## config.mk

```make
export PLATFORM = sky130hd
export DESIGN_NAME = prog_loader
export DESIGN_NICKNAME = d
export VERILOG_FILES = /design/src/rtl/prog_loader.sv
export SDC_FILE = /design/constraint.sdc
export NUM_CORES = 1
export LEC_CHECK = 0
export BUFFER_PORTS_ARGS = -buffer_cell sky130_fd_sc_hd__buf_2
export CAP_MARGIN = 20
export CORE_MARGIN = 4
export CORE_UTILIZATION = 63
export DETAILED_ROUTE_END_ITERATION = 8
export GPL_TIMING_DRIVEN = 1
export PLACE_DENSITY_LB_ADDON = 0.12
export SLEW_MARGIN = 25
export SYNTH_ARGS = -nofsm -noshare
export SYNTH_HDL_FRONTEND = slang
export SYNTH_SLANG_ARGS = --single-unit
```

## constraint.sdc

```tcl
create_clock -name clk -period 4.1 [get_ports clk]
set_input_delay 0.82 -clock clk [delete_from_list [all_inputs] [get_ports clk]]
set_output_delay 0.82 -clock clk [all_outputs]
set_load 0.01 [all_outputs]
```

## src/rtl/prog_loader.sv

```systemverilog
// prog_loader: frames a boot byte stream (count, words, checksum) into instruction-memory writes
// and holds the CPU in reset until a clean load completes.
module prog_loader #(
   parameter int ADDR_W    = 10,
   parameter int MAX_WORDS = 1024
) (
   input  logic        clk,
   input  logic        rst,
   input  logic [7:0]  in_data,
   input  logic        in_valid,
   output logic        in_ready,
   input  logic        start,
   output logic [15:0] mem_waddr,
   output logic [15:0] mem_wdata,
   output logic        mem_we,
   output logic        cpu_hold,
   output logic        load_done,
   output logic        load_err
);
   typedef enum logic [2:0] {HDR_HI, HDR_LO, DAT_HI, DAT_LO, WRITE, CHK, DONE, ERROR} state_t;
   localparam logic [16:0] MAX_W = 17'(MAX_WORDS);
   state_t      state, state_nx;
   logic [15:0] count, index, cnt_rx;
   logic [7:0]  sum, sum_nx, w_hi;
   logic        acc;
   always_comb begin
      state_nx = state;
      in_ready = state inside {HDR_HI, HDR_LO, DAT_HI, DAT_LO, CHK};
      acc      = in_valid && in_ready;
      mem_we   = state == WRITE;
      cnt_rx   = {count[15:8], in_data};
      sum_nx   = sum + in_data;
      case (state)
         HDR_HI:      if (acc) state_nx = HDR_LO;
         HDR_LO:      if (acc) state_nx = cnt_rx == 16'd0 ? CHK : {1'b0, cnt_rx} > MAX_W ? ERROR : DAT_HI;
         DAT_HI:      if (acc) state_nx = DAT_LO;
         DAT_LO:      if (acc) state_nx = WRITE;
         WRITE:       state_nx = index + 16'd1 == count ? CHK : DAT_HI;
         CHK:         if (acc) state_nx = sum_nx == 8'd0 ? DONE : ERROR;
         DONE, ERROR: if (start) state_nx = HDR_HI;
         default:     state_nx = HDR_HI;
      endcase
   end
   always_ff @(posedge clk or negedge rst)
      if (!rst) state <= HDR_HI;
      else      state <= state_nx;
   // Status flags are registered from the next state so they track state without glitches.
   always_ff @(posedge clk or negedge rst)
      if (!rst) begin
         count     <= '0;
         index     <= '0;
         sum       <= '0;
         w_hi      <= '0;
         mem_waddr <= '0;
         mem_wdata <= '0;
         cpu_hold  <= 1'b1;
         load_done <= 1'b0;
         load_err  <= 1'b0;
      end else begin
         if (acc && state == HDR_HI) count[15:8] <= in_data;
         if (acc && state == HDR_LO) begin
            count[7:0] <= in_data;
            index      <= '0;
            sum        <= '0;
         end
         if (acc && state == DAT_HI) begin
            w_hi <= in_data;
            sum  <= sum_nx;
         end
         if (acc && state == DAT_LO) begin
            sum       <= sum_nx;
            mem_wdata <= {w_hi, in_data};
            mem_waddr <= 16'(index[ADDR_W-1:0]);
         end
         if (state == WRITE) index <= index + 16'd1;
         cpu_hold  <= state_nx != DONE;
         load_done <= state_nx == DONE;
         load_err  <= state_nx == ERROR;
      end
endmodule

```

==> results by group, run 1 <==
Outcome
  • Status: completed

STA
  • TNS Setup: 0 ns
  • Slew @ Worst Pin: 0.998 ns
  • Max Clk Rate: 0.321 GHz
  • Final Cycle Share: 0.760
  • Period minus WS final: 3.11 ns
  • Final clock skew: 0.00923 ns
  • Max Slew Vio Count: 0
  • Final Hold Vio Count: 0
  • Worst hold slack: 0.471 ns
  • Count of endpoints failing setup in the final report: 0
  • Unrepaired setup endpoints after global routing: false
  • Relative slew slack: 0.332

Final layout
  • Storage element area: 2000 um^2
  • Final Cell Area: 4670 um^2
  • Nets: 444
  • Ant diodes: 0
  • Syn-to-layout area delta: 9.62%
  • Multi-input logic area: 2140 um^2
  • Layout cells sized above 1: 0.292
  • Fillers: 466
  • Non-filler cells in the finished layout: 505

Power and ir drop
  • Psw: 1.30 mW
  • Leakage: 2.10 nW
  • Power Density: 709 nW/um^2
  • Worst vdd ir: 0.000495 V
  • Power Internal: 2.02 mW
  • Sequential Power Share: 0.423
  • Sw Share: 0.391
  • Clk network pwr share: 0.167
  • Gate power share: 0.410

Synthesis
  • Synth Register Bits: 80
  • Simple-gate area share of the yosys netlist: 0.138
  • Post-synth top flop: dfrtp_1
  • Synth Area in XOR/XNOR: 0.0610
  • Post-synthesis compound-gate area fraction: 0.136
  • Number of synthesized flops with an enable pin: 0
  • Synth top area cells: dfrtp_1 (46%), mux2_2 (13%), o21ai_0 (4.5%)
  • Synth cell types: 64
  • Seq/Total Area, Yosys: 0.470
  • Mux cell area share after synthesis: 0.132
  • Yosys Warn Count: 0
  • Ys async rst share: 1.00
  • Cells after Synth: 385
  • Area leader, netlist: dfrtp_1
  • Cell Area, Synth: 4260 um^2
  • Fraction of post-synthesis cell area in the top cell type by area: 0.464
  • Mean Syn Cell Area: 11.1 um^2
  • Largest family of logic cells by synthesized area: simple AND/OR/NAND/NOR gates
  • Post-synthesis adder-cell area fraction: 0.0282

GRT
  • Gr ovfl total: 0
  • Largest net degree at the start of global routing: 81
  • Initial antenna violation count: 0
  • Via count of the first global-routing pass: 3,135
  • Total GRT Usage: 0.237
  • First-pass GRT wire length: 15,500 um

Clock network
  • H-tree depth: 3
  • Worst-Skew Late Latency: 0.36 ns
  • CTS resizes: 0
  • CTS Buffer Depth: 2
  • CTS clk-pin slew, worst paths: 0.09 ns
  • # hold bufs at CTS: 0
  • Total CTS buffers: 9
  • Post-CTS setup buffer count: 0
  • Clk sinks: 80
  • Clock tree from TritonCTS: done
  • Clk root buf: clkbuf_8

Die
  • Io pins: 49
  • DIE AREA: 8150 um^2
  • Die Width: 90.3 um
  • Starting Density: 0.660
  • Rows: 29
  • Die H: 90.3 um
  • Core area: 6460 um^2

Placed design
  • Inst Count DP: 489
  • GP Congestion: 0.914
  • Port Buf Inserts: 42
  • DP Wirelength: 6180 um
  • Dpl cell area: 4490 um^2

Setup path
  • R2r setup slk: 1.18 ns
  • Crit-path cells: nor2_1 > nand2_1 > inv_1 > buf_2
  • Worst r2r path cells: 6
  • Worst path max stage delay: 0.55 ns
  • CP endpoint kind: output port
  • WP data required: 3.28 ns
  • Crit path max fanout: 18
  • Kind of critical path: reg2out
  • Reg-to-reg endpoint: index[7]
  • Slowest-stage cell, CP: inv_1
  • Critical R2R Launch: state[0]
  • CP Data Arrival Time: 2.29 ns
  • Startpoint Class: register

Flow run
  • Max-cap violations: 0

Detailed routing
  • DRC viols: 0
  • Post-DRT Antenna Nets: 0
  • Initial drt markers: 82
  • Pre-antenna DRT Iters: 5
  • Vias per std cell: 6.13
  • Avg WL per Cell: 17.9 um
  • Final WL: 9020 um
  • Via Count: 3,097

Worst hold path
  • Hold Path Class: in2async
==> layout by cell type, fill, tap and decap left out, types with 7 or more instances in the layout <==
master	n
dfrtp_1	79
buf_2	41
a21oi_1	9
inv_1	7
mux2_2	48
o21ai_0	38
nand2_1	30
xnor2_1	10
nor2_1	23
clkbuf_8	9
nand3_1	8
ha_1	8
xor2_1	12
==> synth_stat cells (all sizes together), types with 2 or more instances <==
| master | instances |
|---|---|
| a211oi | 2 |
| clkbuf | 8 |
| o31a | 3 |
| inv | 7 |
| a31oi | 3 |
| nand3 | 10 |
| dfrtp | 79 |
| nor2 | 23 |
| ha | 8 |
| nor3 | 5 |
| xor2 | 12 |
| nor2b | 4 |
| or3 | 2 |
| a22o | 5 |
| xnor3 | 3 |
| and2 | 2 |
| nand4 | 5 |
| nor4 | 8 |
| and3 | 4 |
| a2111oi | 2 |
| or4 | 4 |
| nand2b | 3 |
| a21o | 3 |
| o21ai | 40 |
| o211ai | 2 |
| nand3b | 2 |
| nand2 | 32 |
| a21oi | 9 |
| o31ai | 7 |
| mux2 | 49 |
| xnor2 | 10 |
| buf | 13 |
==> power by group through the flow <==
| stage | sequential [mW] | combinational (mW) | clock (mW) |
|---|---|---|---|
| floorplan | 1.36 | 1.01 | 0 |
| global placement | 1.39 | 1.31 | 0 |
| detailed placement | 1.41 | 1.35 | 0 |
| CTS | 1.40 | 1.36 | 0.564 |
| global route | 1.46 | 1.50 | 0.604 |
| finish | 1.40 | 1.36 | 0.554 |
==> stage by stage <==
stage / total power, mW / worst slack, ns / util
after detailed placement: 2.76 / 1.07 / 0.695
after floorplan: 2.38 / 1.38 / -
after CTS: 3.33 / 1.02 / 0.723
after global placement: 2.70 / 1.12 / 0.694
after global routing: 3.56 / 0.747 / 0.724
final: 3.31 / 0.985 / 0.724
==> metal layers <==
| layer | vias to the layer above | routed length [um] | track usage |
|---|---|---|---|
| met3 | 11 | 394 | 0.0575 |
| met1 | 1548 | 3970 | 0.310 |
| li1 | 1475 | - | - |
| met5 | - | 0 | 0 |
| met2 | 63 | 4550 | 0.390 |
| met4 | 0 | 106 | 0.0727 |
==> sequential cells by signal, indices dropped and copies added (netlist names) <==
signal	flops
cpu_hold	1
mem_waddr	10
state	3
load_err	1
load_done	1
count	16
mem_wdata	16
sum	8
w_hi	8
index	16
==> logic make-up after synthesis <==
group / Yosys count
mux: 50
other cells: 1
compound gates: 86
fa+ha+maj: 9
flops: 80
xor+xnor: 25
buf+inv: 28
simple gates: 106
==> cell type report <==
class | instances | area share
flip-flops and latches | 80 | 0.429
clock inverters | 7 | 0.0126
multi-input cells | 282 | 0.458
well taps | 77 | 0.0206
clock buffers | 9 | 0.0265
inverters | 7 | 0.00562
repair buffers | 43 | 0.0479
==> worst max-delay path, delay by kind of cell, from the launching register on <==
| family | cells | cell delay (ns) |
|---|---|---|
| simple gates | 2 | 0.62 |
| flops | 1 | 0.52 |
| buf+inv | 2 | 0.78 |
==> worst max path at each step <==
stage / depth (start not counted) / to / startpoint
2_1_floorplan: 9 / cpu_hold / in_data[0]
3_3_place_gp: 10 / cpu_hold / in_data[0]
3_5_place_dp: 10 / cpu_hold / in_data[0]
4_1_cts: 4 / mem_we / state[1]
5_1_grt: 4 / mem_we / state[0]
6_report: 4 / mem_we / state[0]
(Power assumes the default switching activity.)
==> inputs of run 2 (changes only) <==
ABC_AREA = 1   (was default)
CORE_UTILIZATION = 53   (was 63)
clock period = 2.7 ns   (was 4.1 ns; I/O delays follow)
==> run 2 against run 1 <==
Setup slack worse by 0.60 ns. Critical path depth up 11. Clock power up 52%. Non-clock buffer count up 6. Hold slack worse by 0.36 ns. Global-route usage down 1.0 points. Combinational power up 68%. Highest routed layer unchanged.
==> results by group, run 2 <==
Outcome
  • Status: completed

Die
  • Io pins: 49 (unchanged)
  • Starting Density: 0.552 (-0.108)
  • DIE AREA: 9650 um^2 (+18%)
  • Die H: 98.2 um (+8.8%)
  • Core area: 7810 um^2 (+21%)
  • Die Width: 98.2 um (+8.8%)
  • Rows: 32 (+10%)

Final layout
  • Syn-to-layout area delta: 12.1%
  • Commonest non-fill, non-tap cell in the layout: nand2_1
  • Final Cell Area: 4830 um^2 (+3.4%)
  • Top flop regs: count: 16 flops, index: 16 flops, mem_wdata: 16 flops
  • Fillers: 717 (+54%)
  • Ant diodes: 0 (unchanged)
  • Nets: 632 (+42%)
  • Multi-input logic area: 1990 um^2 (-7.3%)
  • Storage element area: 2000 um^2 (unchanged)
  • Layout cells sized above 1: 0.143 (-0.149)
  • Most frequent cells in the layout: nand2_1 (175), dfrtp_1 (79), inv_1 (67)

Setup path
  • WP data required: 3.00 ns (-0.28 ns)
  • Worst setup path startpoint: index[0]
  • Crit path max fanout: 8 (-10)
  • CP Data Arrival Time: 2.61 ns (+0.32 ns)
  • Critical R2R Launch: index[0]
  • Kind of critical path: reg2reg
  • CP endpoint kind: register
  • Startpoint Class: register

STA
  • Max Clk Rate: 0.432 GHz
  • TNS Setup: 0 ns (unchanged)
  • Relative slew slack: 0.593 (+0.260)
  • Unrepaired setup endpoints after global routing: false
  • Final Cycle Share: 0.858
  • Count of endpoints failing setup in the final report: 0 (unchanged)
  • Max Slew Vio Count: 0 (unchanged)
  • Final Hold Vio Count: 0 (unchanged)
  • Worst hold slack: 0.114 ns (-0.357 ns)
  • Period minus WS final: 2.32 ns
  • Slew @ Worst Pin: 0.610 ns (-0.388 ns)
  • Final clock skew: 0.00892 ns (-0.000313 ns)

Detailed routing
  • Vias per std cell: 5.39 (-12%)
  • DRC viols: 0 (unchanged)
  • Avg WL per Cell: 14.6 um (-18%)
  • Post-DRT Antenna Nets: 0 (unchanged)
  • Pre-antenna DRT Iters: 5 (unchanged)
  • Via Count: 3,867 (+25%)
  • Final WL: 10,500 um (+16%)
  • Initial drt markers: 175 (+110%)

Flow run
  • Max-cap violations: 0 (unchanged)

Placed design
  • DP Wirelength: 7780 um (+26%)
  • Dpl cell area: 4650 um^2 (+3.6%)
  • Port Buf Inserts: 42 (unchanged)
  • GP Congestion: 0.894 (-2.2%)

Synthesis
  • Seq/Total Area, Yosys: 0.464 (-0.00532)
  • Synth Register Bits: 80 (unchanged)
  • Commonest cells post-synth: nand2_1 (175), dfrtp_1 (79), inv_1 (67)
  • Post-synth top flop: dfrtp_1
  • Most frequent cell after synthesis: nand2_1
  • Cell Area, Synth: 4310 um^2 (+1.1%)
  • Synth top area cells: dfrtp_1 (46%), nand2_1 (15%), o21ai_0 (7.0%)
  • Fraction of post-synthesis cell area in the top cell type by area: 0.458 (-0.00525)
  • Mean Syn Cell Area: 7.66 um^2 (-31%)
  • Area leader, netlist: dfrtp_1
  • Number of synthesized flops with an enable pin: 0 (unchanged)
  • Yosys Warn Count: 0 (unchanged)
  • Ys async rst share: 1.00 (unchanged)
  • Synth cell types: 33 (-48%)
  • Cells after Synth: 563 (+46%)

Power and ir drop
  • Worst vdd ir: 0.000470 V (-5.0%)
  • Sequential Power Share: 0.398 (-0.025)
  • Gate power share: 0.440 (+0.030)
  • Leakage: 2.48 nW (+18%)
  • Clk network pwr share: 0.162 (-0.005)
  • Sw Share: 0.440 (+0.0491)
  • Power Density: 1080 nW/um^2 (+52%)
  • Psw: 2.29 mW (+77%)
  • Power Internal: 2.91 mW (+44%)

Worst hold path
  • Hold Path Class: in2async

Clock network
  • CTS resizes: 0 (unchanged)
  • Post-CTS setup buffer count: 0 (unchanged)
  • # hold bufs at CTS: 0 (unchanged)
  • Clk root buf: clkbuf_8
  • H-tree depth: 3 (unchanged)
  • Clock tree from TritonCTS: done
  • CTS Buffer Depth: 2 (unchanged)
  • CTS clk-pin slew, worst paths: 0.09 ns (about the same)
  • Worst-Skew Late Latency: 0.36 ns (about the same)
  • Total CTS buffers: 9 (unchanged)
  • Clk sinks: 80 (unchanged)

GRT
  • Busiest grt layer: met2
  • Gr ovfl total: 0 (unchanged)
  • Total GRT Usage: 0.226 (-0.0103)
  • Met1 Use GR: 0.317 (+0.00678)
  • Via count of the first global-routing pass: 3,606 (+15%)
  • First-pass GRT wire length: 17,400 um (+13%)
  • Largest net degree at the start of global routing: 50 (-38%)
  • Met3 Usage GRT: 0.0414 (-0.0161)
  • Initial antenna violation count: 0 (unchanged)
  • GR Util met2: 0.358 (-0.0321)
## run 2: cell types whose count changed in the layout (fill, tap and decap cells not counted), moves of 12 or more
| cell | change |
|---|---|
| inv_1 | +60 |
| mux2_2 | -40 |
| nand2_1 | +145 |
| nand3_1 | +41 |
| nor2_1 | +17 |
| o21ai_0 | +22 |
| o22ai_1 | +12 |
## run 2: final cells by class
| type | instances | area share |
|---|---|---|
| flip-flops and latches | 80 | 0.414 |
| multi-input cells | 403 | 0.411 |
| repair buffers | 49 | 0.0575 |
| inverters | 68 | 0.0528 |
| well taps | 102 | 0.0264 |
| clock buffers | 9 | 0.0256 |
| clock inverters | 7 | 0.0127 |
## run 2: worst paths after layout
path,slack [ns],to,depth (start not counted)
setup / recovery,0.38,load_err,15
hold reg to reg,0.48,mem_waddr[0],2
max in group asynchronous,1.92,cpu_hold,2
setup reg to reg,0.38,load_err,15
min in group clk,0.45,count[15],3
hold / removal,0.11,index[5],1
## run 2: metal layers
metal | vias to the layer above | share of wire
met3 | 19 | 0.059
met2 | 115 | 0.47
li1 | 1912 | -
met1 | 1821 | 0.46
met5 | - | 0
met4 | 0 | 0.017
## run 2: logic make-up (layout without fill, tap and decap cells)
group / Yosys count / after routing / synth area share
XOR/XNOR: 6 / 6 / 0.0157
multiplexers: 8 / 8 / 0.0209
flip-flops: 80 / 80 / 0.464
AND/OR/NAND/NOR: 291 / 291 / 0.288
AO/OA/AOI/OAI: 83 / 83 / 0.102
other: 1 / 6 / 0.000869
buffers and inverters: 85 / 133 / 0.0795
adder cells (fa/ha/maj): 9 / 9 / 0.0279
## run 2: through the flow
step	std cells	util	worst slack (ns)	power, mW
finish	718	0.619	0.383	5.20
global route	718	0.619	0.163	5.67
CTS	718	0.619	0.393	5.22
detailed placement	702	0.596	0.189	4.36
global placement	702	0.596	0.259	4.28
floorplan	568	-	0.507	3.65
## run 2: worst max-delay path: stages (launching register included)
cell and delay, ns:
dfrtp_1 0.46, ha_1 0.23, nand2_1 0.13, nor2_4 0.22, nand2_1 0.10, nand2_1 0.12, nand3_1 0.09, nand2_1 0.08
nand2_1 0.07, nor2_1 0.12, nand2_1 0.08, nor2_1 0.08, nand3_1 0.15, nand2_2 0.11, nand2_2 0.08, nor2_2 0.11
## run 2: power by group through the flow
stage	sequential [mW]	combinational (mW)	clock (mW)
6_report	2.07	2.29	0.844
5_1_grt	2.14	2.61	0.919
4_1_cts	2.07	2.28	0.868
3_5_place_dp	2.09	2.27	0
3_3_place_gp	2.07	2.21	0
2_1_floorplan	2.09	1.57	0
==> inputs of run 3 (changes only) <==
CORE_UTILIZATION = 59   (was 53)
clock period = 2.4 ns   (was 2.7 ns; I/O delays follow)
==> run 3 against run 2 <==
Hold slack lost 0.087 ns. Routed wire length decreased by 0.63%. First-iteration DRC count up 26%. Global-route usage up 2.7 points. Critical path type unchanged. Clock skew is 0.0069 ns higher. Utilization is 8.7 points higher. Largest cell class is now multi-input combinational cells. Fmax rose by 3.7%. Via count up 0.83%. Total power up 18%. Combinational power up 14%. Clock power is 36% higher. Sequential power rose by 13%.
==> results by group, run 3 (synthesis results as in run 2) <==
Outcome
  • Status: completed

Detailed routing
  • Vias per std cell: 5.47 (+1.5%)
  • DRC viols: 0 (unchanged)
  • Post-DRT Antenna Nets: 0 (unchanged)
  • Via Count: 3,899 (+0.83%)
  • Pre-antenna DRT Iters: 5 (unchanged)
  • Initial drt markers: 220 (+26%)
  • Avg WL per Cell: 14.6 um (about the same)
  • Final WL: 10,400 um (-0.63%)

Placed design
  • Pre-CTS setup slack: -0.0770 ns (-0.266 ns)
  • GP Congestion: 0.889 (-0.58%)
  • Port Buf Inserts: 42 (unchanged)
  • DP Wirelength: 7650 um (-1.7%)
  • Inst Count DP: 697 (-0.71%)

GRT
  • Via count of the first global-routing pass: 3,641 (+0.97%)
  • GR Util met2: 0.409 (+0.0511)
  • Initial antenna violation count: 0 (unchanged)
  • Largest net degree at the start of global routing: 57 (+14%)
  • Met3 Usage GRT: 0.0459 (+0.00443)
  • Met1 Use GR: 0.344 (+0.0266)
  • Busiest grt layer: met2
  • First-pass GRT wire length: 17,200 um (-1.1%)
  • Gr ovfl total: 0 (unchanged)
  • Total GRT Usage: 0.253 (+0.0267)

Setup path
  • Slowest-stage cell, CP: dfrtp_2
  • Crit-path cells: ha_1 > nand2_2 > nor2_4 > nand3_1 > nand2_1 > nand2_1 > nand2_1 > nand2_1 > nor2_1 > nand2_1 > nor2_1 > nand3_2 > nand2_2 > nand2_2 > inv_1 > nand2_1
  • Kind of critical path: reg2reg
  • CP endpoint kind: register
  • Startpoint Class: register
  • Worst path max stage delay: 0.42 ns (-0.04 ns)
  • WP data required: 2.69 ns (-0.31 ns)
  • Crit path max fanout: 8 (unchanged)
  • CP top delay family: simple AND/OR/NAND/NOR gates
  • CP Data Arrival Time: 2.52 ns (-0.09 ns)
  • Buf/Inv on CP: 1 (+1)
  • Most used cell, CP: nand2_1

Clock network
  • Post-CTS setup buffer count: 0 (unchanged)
  • Total CTS buffers: 9 (unchanged)
  • Clk sinks: 80 (unchanged)
  • CTS Buffer Depth: 2 (unchanged)
  • Clk root buf: clkbuf_8
  • Worst-Skew Late Latency: 0.35 ns (about the same)
  • Clock tree from TritonCTS: done
  • # hold bufs at CTS: 0 (unchanged)
  • CTS clk-pin slew, worst paths: 0.10 ns (about the same)
  • H-tree depth: 3 (unchanged)

STA
  • Max Clk Rate: 0.448 GHz (+3.7%)
  • Max Slew Vio Count: 0 (unchanged)
  • Period minus WS final: 2.23 ns (-0.0833 ns)
  • Count of endpoints failing setup in the final report: 0 (unchanged)
  • Relative slew slack: 0.634 (+0.0410)
  • Worst Slack Setup Final: 0.166 ns (-0.217 ns)
  • Final Hold Vio Count: 0 (unchanged)
  • Slew @ Worst Pin: 0.549 ns (-0.0615 ns)
  • Final Cycle Share: 0.931 (+0.0726)
  • Worst hold slack: 0.0266 ns (-0.0873 ns)
  • Final clock skew: 0.0158 ns (+0.00688 ns)

Final layout
  • Ant diodes: 0 (unchanged)
  • Layout cells sized above 1: 0.156 (+0.0127)
  • Nets: 633 (+0.16%)
  • Commonest non-fill, non-tap cell in the layout: nand2_1
  • Syn-to-layout area delta: 13.8%
  • Top flop regs: count: 16 flops, index: 16 flops, mem_wdata: 16 flops
  • Non-filler cells in the finished layout: 713 (-0.70%)
  • Most frequent cells in the layout: nand2_1 (174), dfrtp_1 (78), inv_1 (67)

Die
  • Starting Density: 0.621 (+0.0687)
  • Die Width: 93.5 um (-4.8%)
  • Io pins: 49 (unchanged)
  • DIE AREA: 8740 um^2 (-9.4%)
  • Rows: 30 (-6.3%)
  • Die H: 93.5 um (-4.8%)
  • Core area: 6940 um^2 (-11%)

Worst hold path
  • Hold Path Class: in2async

Power and ir drop
  • Worst vdd ir: 0.000506 V (+7.5%)
  • Total power: 6.11 mW (+18%)
  • Leakage: 2.51 nW (+1.2%)
  • Power Density: 1250 nW/um^2 (+16%)

Flow run
  • Max-cap violations: 0 (unchanged)
[run 3: changes by cell type in the layout (fill, tap and decap cells not counted), sizes merged]
cell	delta
clkinvlp	-1
buf	+1
bufinv	+2
clkinv	-1
[run 3: timing repair]
action | CTS | global route
endpoints found under the setup margin | 0 | 3
gates resized for setup | 0 | 7
hold endpoints to repair | 0 | 0
[run 3: path summary, 6_finish.rpt]
path                       cells after the start          from      endpoint  slack [ns]
min reg2reg                                    2  mem_waddr[7]  mem_waddr[7]        0.48
min                                            1           rst  mem_waddr[5]        0.03
min in group clk                               3    in_data[7]     count[15]        0.41
max in group asynchronous                      2           rst      cpu_hold        1.73
max                                           16      index[0]      cpu_hold        0.17
max reg2reg                                   16      index[0]      cpu_hold        0.17
[run 3: layer usage]
layer	vias to the layer above	wire, um	share of wire
met5	-	0	0
met4	0	167	0.016
met3	20	799	0.077
met2	168	4950	0.48
met1	1796	4500	0.43
li1	1915	-	-
[run 3: cell type report]
cell class                 instances  area, um^2
multi-input combinational        403        2010
clock buffer                       9         124
sequential                        80        2000
inverter                          68         255
timing repair buffer              50         285
tap                               96         120
fill                             569        2040
clock inverter                     7         110
[run 3: metrics by stage]
step	util	cell area, um^2	setup TNS [ns]
2_1_floorplan	-	4330	0
3_3_place_gp	0.670	4650	0
3_5_place_dp	0.670	4650	-0.142
4_1_cts	0.703	4880	0
5_1_grt	0.706	4910	-0.0162
6_report	0.706	4910	0
[run 3: worst reg2reg max path: stages, from the launching register on]
cell,delay [ns]
dfrtp_2,0.42
ha_1,0.23
nand2_2,0.10
nor2_4,0.23
nand3_1,0.15
nand2_1,0.10
nand2_1,0.07
nand2_1,0.07
nand2_1,0.05
nor2_1,0.14
nand2_1,0.09
nor2_1,0.12
nand3_2,0.12
nand2_2,0.11
nand2_2,0.08
inv_1,0.06
nand2_1,0.05
[run 3: where the power goes]
part           internal (mW)  switching (mW)
Sequential              1.92           0.421
Combinational          0.972            1.65
Clock                  0.606           0.543
Total                   3.50            2.61
